<file path="config.mk">
export PLATFORM = sky130hd
export DESIGN_NAME = decrypt_pipeline_flat
export DESIGN_NICKNAME = d
export VERILOG_FILES = /design/src/rtl/decrypt_pipeline_if.sv /design/src/rtl/decrypt_pipeline.sv /design/src/flat_wrapper.sv
export SDC_FILE = /design/constraint.sdc
export NUM_CORES = 1
export LEC_CHECK = 0
export ABC_AREA = 1
export CAP_MARGIN = 20
export CORE_MARGIN = 2
export CORE_UTILIZATION = 48
export CTS_CLUSTER_SIZE = 20
export DETAILED_ROUTE_END_ITERATION = 8
export PLACE_DENSITY = 0.77
export SLEW_MARGIN = 20
export SYNTH_ARGS = -nofsm -noshare
export SYNTH_HDL_FRONTEND = slang
export SYNTH_SLANG_ARGS = --single-unit
</file>
<file path="constraint.sdc">
create_clock -name clk -period 3.2 [get_ports clk]
set_input_delay 0.64 -clock clk [delete_from_list [all_inputs] [get_ports clk]]
set_output_delay 0.64 -clock clk [all_outputs]
set_load 0.005 [all_outputs]
</file>
<file path="src/rtl/decrypt_pipeline_if.sv">
// rtl/decrypt_pipeline_if.sv - byte stream bundle for the decrypt pipeline
//
// Purpose: groups the input byte handshake (en/din) and the output byte
//          handshake (v/dout) of decrypt_pipeline.
// Signals:
//   en    1  input byte valid this cycle
//   din   8  encrypted byte
//   v     1  output byte valid
//   dout  8  decrypted byte
// Modports:
//   master  producer/consumer side (drives en/din, observes v/dout)
//   slave   pipeline side (observes en/din, drives v/dout)

interface decrypt_pipeline_if;
  logic       en;
  logic [7:0] din;
  logic       v;
  logic [7:0] dout;

  modport master (output en, output din, input v, input dout);
  modport slave  (input en, input din, output v, output dout);
endinterface

</file>
<file path="src/rtl/decrypt_pipeline.sv">
// rtl/decrypt_pipeline.sv - 3-stage byte decryption pipeline (XOR, nibble swap, Caesar unshift)
//
// Purpose: inverse of the encrypt pipe. Each accepted byte is XORed with a
//          rotating key, nibble-swapped, then Caesar-unshifted if it is an
//          ASCII letter. Full throughput, fixed 3-cycle latency, no backpressure.
// Ports:
//   clk        clock, all state on rising edge
//   rst        synchronous active-high reset
//   bus        decrypt_pipeline_if.slave (en, din in; v, dout out)
//   k1,k2,k3   key bytes for key index 0/1/2
//   rot_freq   key-rotation period in accepted bytes, 0 = no rotation
//   shift_en   apply inverse Caesar shift
//   shift_amt  Caesar shift amount 0..15
//   mode       1 = decrypt, 0 = bypass (same latency)
// Configuration macro:
//   DECRYPT_KEY_ROT_EN  defined: rotating key schedule over k1/k2/k3;
//                       undefined: k1 only, rot_freq/k2/k3 ignored.

module decrypt_pipeline (
  input  logic                clk,
  input  logic                rst,
  decrypt_pipeline_if.slave   bus,
  input  logic [7:0]          k1,
  input  logic [7:0]          k2,
  input  logic [7:0]          k3,
  input  logic [2:0]          rot_freq,
  input  logic                shift_en,
  input  logic [3:0]          shift_amt,
  input  logic                mode
);

  logic [7:0] key;

`ifdef DECRYPT_KEY_ROT_EN
  logic [2:0] cnt;
  logic [1:0] idx;
  logic [1:0] idx_eff;

  // rot_freq=0 pins the key to k1 even if idx was left elsewhere.
  assign idx_eff = (rot_freq == 3'd0) ? 2'd0 : idx;

  always_comb begin
    key = k1;
    case (idx_eff)
      2'd0:    key = k1;
      2'd1:    key = k2;
      default: key = k3;
    endcase
  end

  // Current byte uses idx; the advance takes effect for the next byte.
  // Using >= lets a rot_freq that drops to or below cnt roll over on the
  // very next accepted byte.
  always_ff @(posedge clk) begin
    if (rst) begin
      cnt <= 3'd0;
      idx <= 2'd0;
    end else if (bus.en) begin
      if (rot_freq == 3'd0) begin
        cnt <= 3'd0;
        idx <= 2'd0;
      end else if (({1'b0, cnt} + 4'd1) >= {1'b0, rot_freq}) begin
        cnt <= 3'd0;
        idx <= (idx == 2'd2) ? 2'd0 : idx + 2'd1;
      end else begin
        cnt <= cnt + 3'd1;
      end
    end
  end
`else
  logic unused_rot_cfg;

  assign key            = k1;
  assign unused_rot_cfg = ^{k2, k3, rot_freq};
`endif

  // Stage 1: XOR with the key; controls are captured here and ride along.
  logic       s1_v;
  logic [7:0] s1_data;
  logic       s1_mode;
  logic       s1_shen;
  logic [3:0] s1_amt;

  always_ff @(posedge clk) begin
    if (rst) begin
      s1_v    <= 1'b0;
      s1_data <= 8'h00;
      s1_mode <= 1'b0;
      s1_shen <= 1'b0;
      s1_amt  <= 4'd0;
    end else begin
      s1_v <= bus.en;
      if (bus.en) begin
        s1_data <= mode ? (bus.din ^ key) : bus.din;
        s1_mode <= mode;
        s1_shen <= shift_en;
        s1_amt  <= shift_amt;
      end
    end
  end

  // Stage 2: nibble swap. Mode and shift enable collapse into one flag.
  logic       s2_v;
  logic [7:0] s2_data;
  logic       s2_unshift;
  logic [3:0] s2_amt;

  always_ff @(posedge clk) begin
    if (rst) begin
      s2_v       <= 1'b0;
      s2_data    <= 8'h00;
      s2_unshift <= 1'b0;
      s2_amt     <= 4'd0;
    end else begin
      s2_v <= s1_v;
      if (s1_v) begin
        s2_data    <= s1_mode ? {s1_data[3:0], s1_data[7:4]} : s1_data;
        s2_unshift <= s1_mode & s1_shen;
        s2_amt     <= s1_amt;
      end
    end
  end

  // Stage 3: inverse Caesar shift on letters.
  // 'A' and 'a' both have low five bits = 1, so the alphabet position is
  // data[4:0]-1 for either case and the case bits [7:5] pass through.
  logic       is_letter;
  logic [4:0] letter_pos;
  logic [5:0] off;
  logic [4:0] wrapped;
  logic [7:0] unshifted;

  always_comb begin
    is_letter  = ((s2_data >= 8'h41) && (s2_data <= 8'h5A)) ||
                 ((s2_data >= 8'h61) && (s2_data <= 8'h7A));
    letter_pos = s2_data[4:0] - 5'd1;
    off        = {1'b0, letter_pos} - {2'b00, s2_amt};
    // off is in -15..25; a negative value wraps by adding 26 (mod 32 is safe).
    wrapped    = off[5] ? (off[4:0] + 5'd26) : off[4:0];
    unshifted  = (is_letter && s2_unshift) ? {s2_data[7:5], wrapped + 5'd1} : s2_data;
  end

  logic       v_q;
  logic [7:0] dout_q;

  always_ff @(posedge clk) begin
    if (rst) begin
      v_q    <= 1'b0;
      dout_q <= 8'h00;
    end else begin
      v_q <= s2_v;
      if (s2_v) begin
        dout_q <= unshifted;
      end
    end
  end

  assign bus.v    = v_q;
  assign bus.dout = dout_q;

endmodule

</file>
<file path="src/flat_wrapper.sv">
// flat-port wrapper written by rule: the top's interface ports become plain ports
module decrypt_pipeline_flat 
  (clk, rst, k1, k2, k3, rot_freq, shift_en, shift_amt, mode, bus_en, bus_din, bus_v, bus_dout);
  decrypt_pipeline_if bus_i ();
  input  logic clk;
  input  logic rst;
  input  logic [7:0] k1;
  input  logic [7:0] k2;
  input  logic [7:0] k3;
  input  logic [2:0] rot_freq;
  input  logic shift_en;
  input  logic [3:0] shift_amt;
  input  logic mode;
  input wire logic [$bits(bus_i.en)-1:0] bus_en;
  input wire logic [$bits(bus_i.din)-1:0] bus_din;
  output wire logic [$bits(bus_i.v)-1:0] bus_v;
  output wire logic [$bits(bus_i.dout)-1:0] bus_dout;
  assign bus_i.en = bus_en;
  assign bus_i.din = bus_din;
  assign bus_v = bus_i.v;
  assign bus_dout = bus_i.dout;
  decrypt_pipeline u_core (.clk(clk), .rst(rst), .bus(bus_i), .k1(k1), .k2(k2), .k3(k3), .rot_freq(rot_freq), .shift_en(shift_en), .shift_amt(shift_amt), .mode(mode));
endmodule
</file>
==> load_flow_metrics.sql <==
INSERT INTO impl_metrics (metric_group, metric, value, unit) VALUES
('sta', 'relSlewSlack', '0.5869', ''),
('sta', 'setup_viol', '0', ''),
('power', 'max-vdd-ir-drop', '0.2868', 'mV'),
('sta', 'layout_setup_ws', '0.3850', 'ns'),
('sta', 'final-max-slew-violation-count', '0', ''),
('clocking', 'number_of_h_tree_levels', '2', ''),
('drt', 'top_layer', 'met4', ''),
('clocking', 'holdBufCountCts', '0', ''),
('setup_path', 'worst_ep_arrival_time', '2.99', 'ns'),
('drt', 'met2RoutedLength', '1.712', 'mm'),
('setup_path', 'startpoint_type', 'register', ''),
('clocking', 'cts_tree', 'yes', ''),
('final_layout', 'fraction_of_the_core_area_covered_by_cells_at_the_end_of_the_flow', '0.6055', ''),
('drt', 'route.vias.total', '1742', ''),
('clocking', 'clock_sink_count', '38', ''),
('final_layout', 'layout-drive-gt1-share', '0.05667', ''),
('clocking', 'cts.repair_timing.setup_buffer_count', '0', ''),
('global_route', 'globalRouteTotalUtil', '0.1955', ''),
('power', 'leakage_dissipation', '1.009', 'nW'),
('global_route', 'grt_first_pass_wirelength', '6.810', 'mm'),
('sta', 'final_min_period_over_clock_period', '0.8797', ''),
('yosys', 'synth.yosys.seq_area_share', '0.3870', ''),
('die', 'die_area', '4623', 'um^2'),
('die', 'initial_core_util', '0.4950', ''),
('global_route', 'grt_remaining_overflow', '0', ''),
('setup_path', 'worst_setup_path_end_kind', 'register', ''),
('drt', 'drc_errors', '0', ''),
('drt', 'ant_nets', '0', ''),
('drt', 'dr_wl_met3', '166', 'um'),
('die', 'boundaryPins', '53', ''),
('placed_design', 'hpwl_after_detailed_placement', '2.793', 'mm'),
('setup_path', 'crit_path_max_fanout', '7', ''),
('yosys', 'synth.lib_cells_used.distinct', '22', ''),
('drt', 'detail_route.first_pass.iterations', '4', ''),
('job', 'cap_violations', '0', ''),
('yosys', 'mappedNetlistNets', '324', ''),
('final_layout', 'areaGrowthSynthToFinish', '22.34', '%'),
('global_route', 'maximum_number_of_pins_on_one_net_before_global_route_repair', '25', ''),
('yosys', 'ys_seq_elements', '38', ''),
('yosys', 'yosys_most_used_dff', 'sky130_fd_sc_hd__dfxtp_1', ''),
('placed_design', 'gp_routability_congestion', '0.7950', ''),
('yosys', 'avg_cell_area_syn', '7.280', 'um^2'),
('yosys', 'asyncSetResetFlopFracSynth', '0', ''),
('clocking', 'worstSkewPairLatency', '0.29', 'ns'),
('drt', 'drt-met1-wl', '1.847', 'mm'),
('global_route', 'number_of_global_route_vias_before_repair', '1613', ''),
('global_route', 'antenna_violations_before_repair', '0', ''),
('clocking', 'max-clock-path-buffers', '2', ''),
('die', 'std_cell_rows', '23', ''),
('drt', 'postRouteWirelength', '3.790', 'mm'),
('setup_path', 'cp.required', '3.38', 'ns'),
('sta', 'finClkSkew', '0.004730', 'ns'),
('sta', 'worstMarginPinSlew', '0.6190', 'ns'),
('die', 'core_area', '3971', 'um^2'),
('worst_hold_path', 'hold_path.class', 'reg2reg', ''),
('placed_design', 'port_buffers', '33', ''),
('yosys', 'number_of_enable_flip_flop_cells_after_synthesis', '0', ''),
('power', 'power_per_cell_area', '482.8', 'nW/um^2'),
('placed_design', 'post-place-ws', '0.3897', 'ns'),
('final_layout', 'finalInstanceArea', '2405', 'um^2'),
('final_layout', 'antennaDiodeCount', '0', ''),
('clocking', 'cts_inserted_buffers', '5', ''),
('clocking', 'cts_root_buf', 'sky130_fd_sc_hd__clkbuf_8', ''),
('die', 'die_width', '67.99', 'um'),
('drt', 'wire_per_inst', '10.83', 'um'),
('setup_path', 'kind_of_critical_path', 'reg2reg', ''),
('drt', 'drt-vias-per-instance', '4.977', ''),
('clocking', 'cts.reportedPaths.clkPinSlew', '0.07', 'ns'),
('status', 'outcome', 'completed', ''),
('drt', 'detailedRoute.firstIterationViolations', '69', ''),
('sta', 'grt_setup_unrepaired', 'false', ''),
('sta', 'min_period', '2.815', 'ns'),
('die', 'dieHeight', '67.99', 'um'),
('yosys', 'synth_warnings', '0', ''),
('placed_design', 'placed_area', '2325', 'um^2'),
('sta', 'final_hold_viol_count', '0', ''),
('yosys', 'mapped_cell_area', '1966', 'um^2'),
('final_layout', 'fin_nets', '354', ''),
('yosys', 'post_synth_inst_count', '270', ''),
('sta', 'max_freq', '355.2', 'MHz'),
('power', 'totalPowerFinal', '1.161', 'mW'),
('clocking', 'cts_resized', '0', ''),
('sta', 'tns_setup', '0', 'ns');
## cell families after synthesis
logic type,count (synthesis),synth area share
compound gates,71,0.2024
flops,38,0.3870
buf+inv,40,0.07639
simple gates,99,0.2132
fa+ha+maj,10,0.06747
xor+xnor,12,0.05347
## synth_stat cells, types with 2 or more instances
| library cell | count | area [um^2] |
|---|---|---|
| sky130_fd_sc_hd__xor2_1 | 11 | 96.34 |
| sky130_fd_sc_hd__inv_1 | 27 | 101.4 |
| sky130_fd_sc_hd__dfxtp_1 | 38 | 760.7 |
| sky130_fd_sc_hd__o21ai_0 | 25 | 125.1 |
| sky130_fd_sc_hd__nand3_1 | 11 | 55.05 |
| sky130_fd_sc_hd__clkbuf_1 | 11 | 41.29 |
| sky130_fd_sc_hd__ha_1 | 9 | 112.6 |
| sky130_fd_sc_hd__a21oi_1 | 32 | 160.2 |
| sky130_fd_sc_hd__o21ai_1 | 3 | 15.01 |
| sky130_fd_sc_hd__nor2_1 | 22 | 82.58 |
| sky130_fd_sc_hd__a221oi_1 | 7 | 61.31 |
| sky130_fd_sc_hd__nor2_4 | 2 | 22.52 |
| sky130_fd_sc_hd__nor2_2 | 4 | 25.02 |
| sky130_fd_sc_hd__nand2_1 | 58 | 217.7 |
| sky130_fd_sc_hd__o211ai_1 | 2 | 15.01 |
| sky130_fd_sc_hd__clkinv_1 | 2 | 7.510 |
## cells in the final DEF, fill, tap and decap left out, types with 2 or more instances in the layout
master                             n
sky130_fd_sc_hd__o211ai_1          2
sky130_fd_sc_hd__o21ai_0          25
sky130_fd_sc_hd__clkinv_1          2
sky130_fd_sc_hd__dfxtp_1          38
sky130_fd_sc_hd__nor2_4            2
sky130_fd_sc_hd__ha_1              9
sky130_fd_sc_hd__clkdlybuf4s50_1  33
sky130_fd_sc_hd__nor2_2            4
sky130_fd_sc_hd__a21oi_1          32
sky130_fd_sc_hd__nand3_1          11
sky130_fd_sc_hd__inv_1            27
sky130_fd_sc_hd__o21ai_1           3
sky130_fd_sc_hd__nand2_1          58
sky130_fd_sc_hd__clkbuf_8          5
sky130_fd_sc_hd__a221oi_1          7
sky130_fd_sc_hd__nor2_1           22
sky130_fd_sc_hd__xor2_1           11
## layout make-up
| cell class | count | area, um^2 |
|---|---|---|
| clock buffers | 6 | 72.57 |
| clock inverters | 1 | 7.507 |
| fillers | 380 | 1567 |
| inverters | 29 | 108.9 |
| multi-input cells | 192 | 1055 |
| flip-flops and latches | 38 | 760.7 |
| well taps | 50 | 62.56 |
| repair buffers | 34 | 337.8 |
## critical path, cell delays in order (launching register included)
cell	delay [ns]
sky130_fd_sc_hd__dfxtp_1	0.41
sky130_fd_sc_hd__inv_1	0.13
sky130_fd_sc_hd__ha_1	0.25
sky130_fd_sc_hd__xor2_1	0.16
sky130_fd_sc_hd__ha_1	0.34
sky130_fd_sc_hd__nand2_1	0.08
sky130_fd_sc_hd__nand2_1	0.07
sky130_fd_sc_hd__nor2_2	0.18
sky130_fd_sc_hd__nor2_4	0.06
sky130_fd_sc_hd__nor2_4	0.17
sky130_fd_sc_hd__nand2_1	0.07
sky130_fd_sc_hd__nand2_1	0.12
sky130_fd_sc_hd__ha_1	0.18
sky130_fd_sc_hd__inv_1	0.05
sky130_fd_sc_hd__nor2_2	0.14
sky130_fd_sc_hd__nand2_1	0.06
sky130_fd_sc_hd__nand2_1	0.05
sky130_fd_sc_hd__nand3_1	0.06
sky130_fd_sc_hd__nand2_1	0.08
sky130_fd_sc_hd__a21oi_2	0.05
## registers in the layout, indices dropped and copies added, names as in the netlist
| name | cells |
|---|---|
| u_core.bus.dout | 8 |
| u_core.bus.v | 1 |
| u_core.s1_amt | 4 |
| u_core.s1_data | 8 |
| u_core.s1_mode | 1 |
| u_core.s1_shen | 1 |
| u_core.s1_v | 1 |
| u_core.s2_amt | 4 |
| u_core.s2_data | 8 |
| u_core.s2_unshift | 1 |
| u_core.s2_v | 1 |
## metrics by stage
stage	hold slack (ns)	std cells
after floorplan	0.4392	270
after global placement	0.4539	343
after detailed placement	0.4575	343
after CTS	0.4683	350
after global routing	0.4847	350
final	0.4674	350
## worst paths after layout
kind / start / end / slack [ns] / cells past startpoint
setup / recovery: u_core.s2_data[0] / u_core.bus.dout[4] / 0.39 / 19
setup reg to reg: u_core.s2_data[0] / u_core.bus.dout[4] / 0.39 / 19
hold reg to reg: u_core.bus.dout[2] / u_core.bus.dout[2] / 0.47 / 2
hold / removal: u_core.bus.dout[2] / u_core.bus.dout[2] / 0.47 / 2
## metal layers
metal	GRT usage	vias up
met4	0.07500	0
met3	0.04934	8
met2	0.3228	46
met5	0	-
li1	-	944
met1	0.2442	744
## report_power, final
part	switching, mW	internal [mW]
Clock	0.160	0.149
Combinational	0.196	0.136
Sequential	0.0201	0.501
Total	0.376	0.786
(Power assumes the default switching activity.)
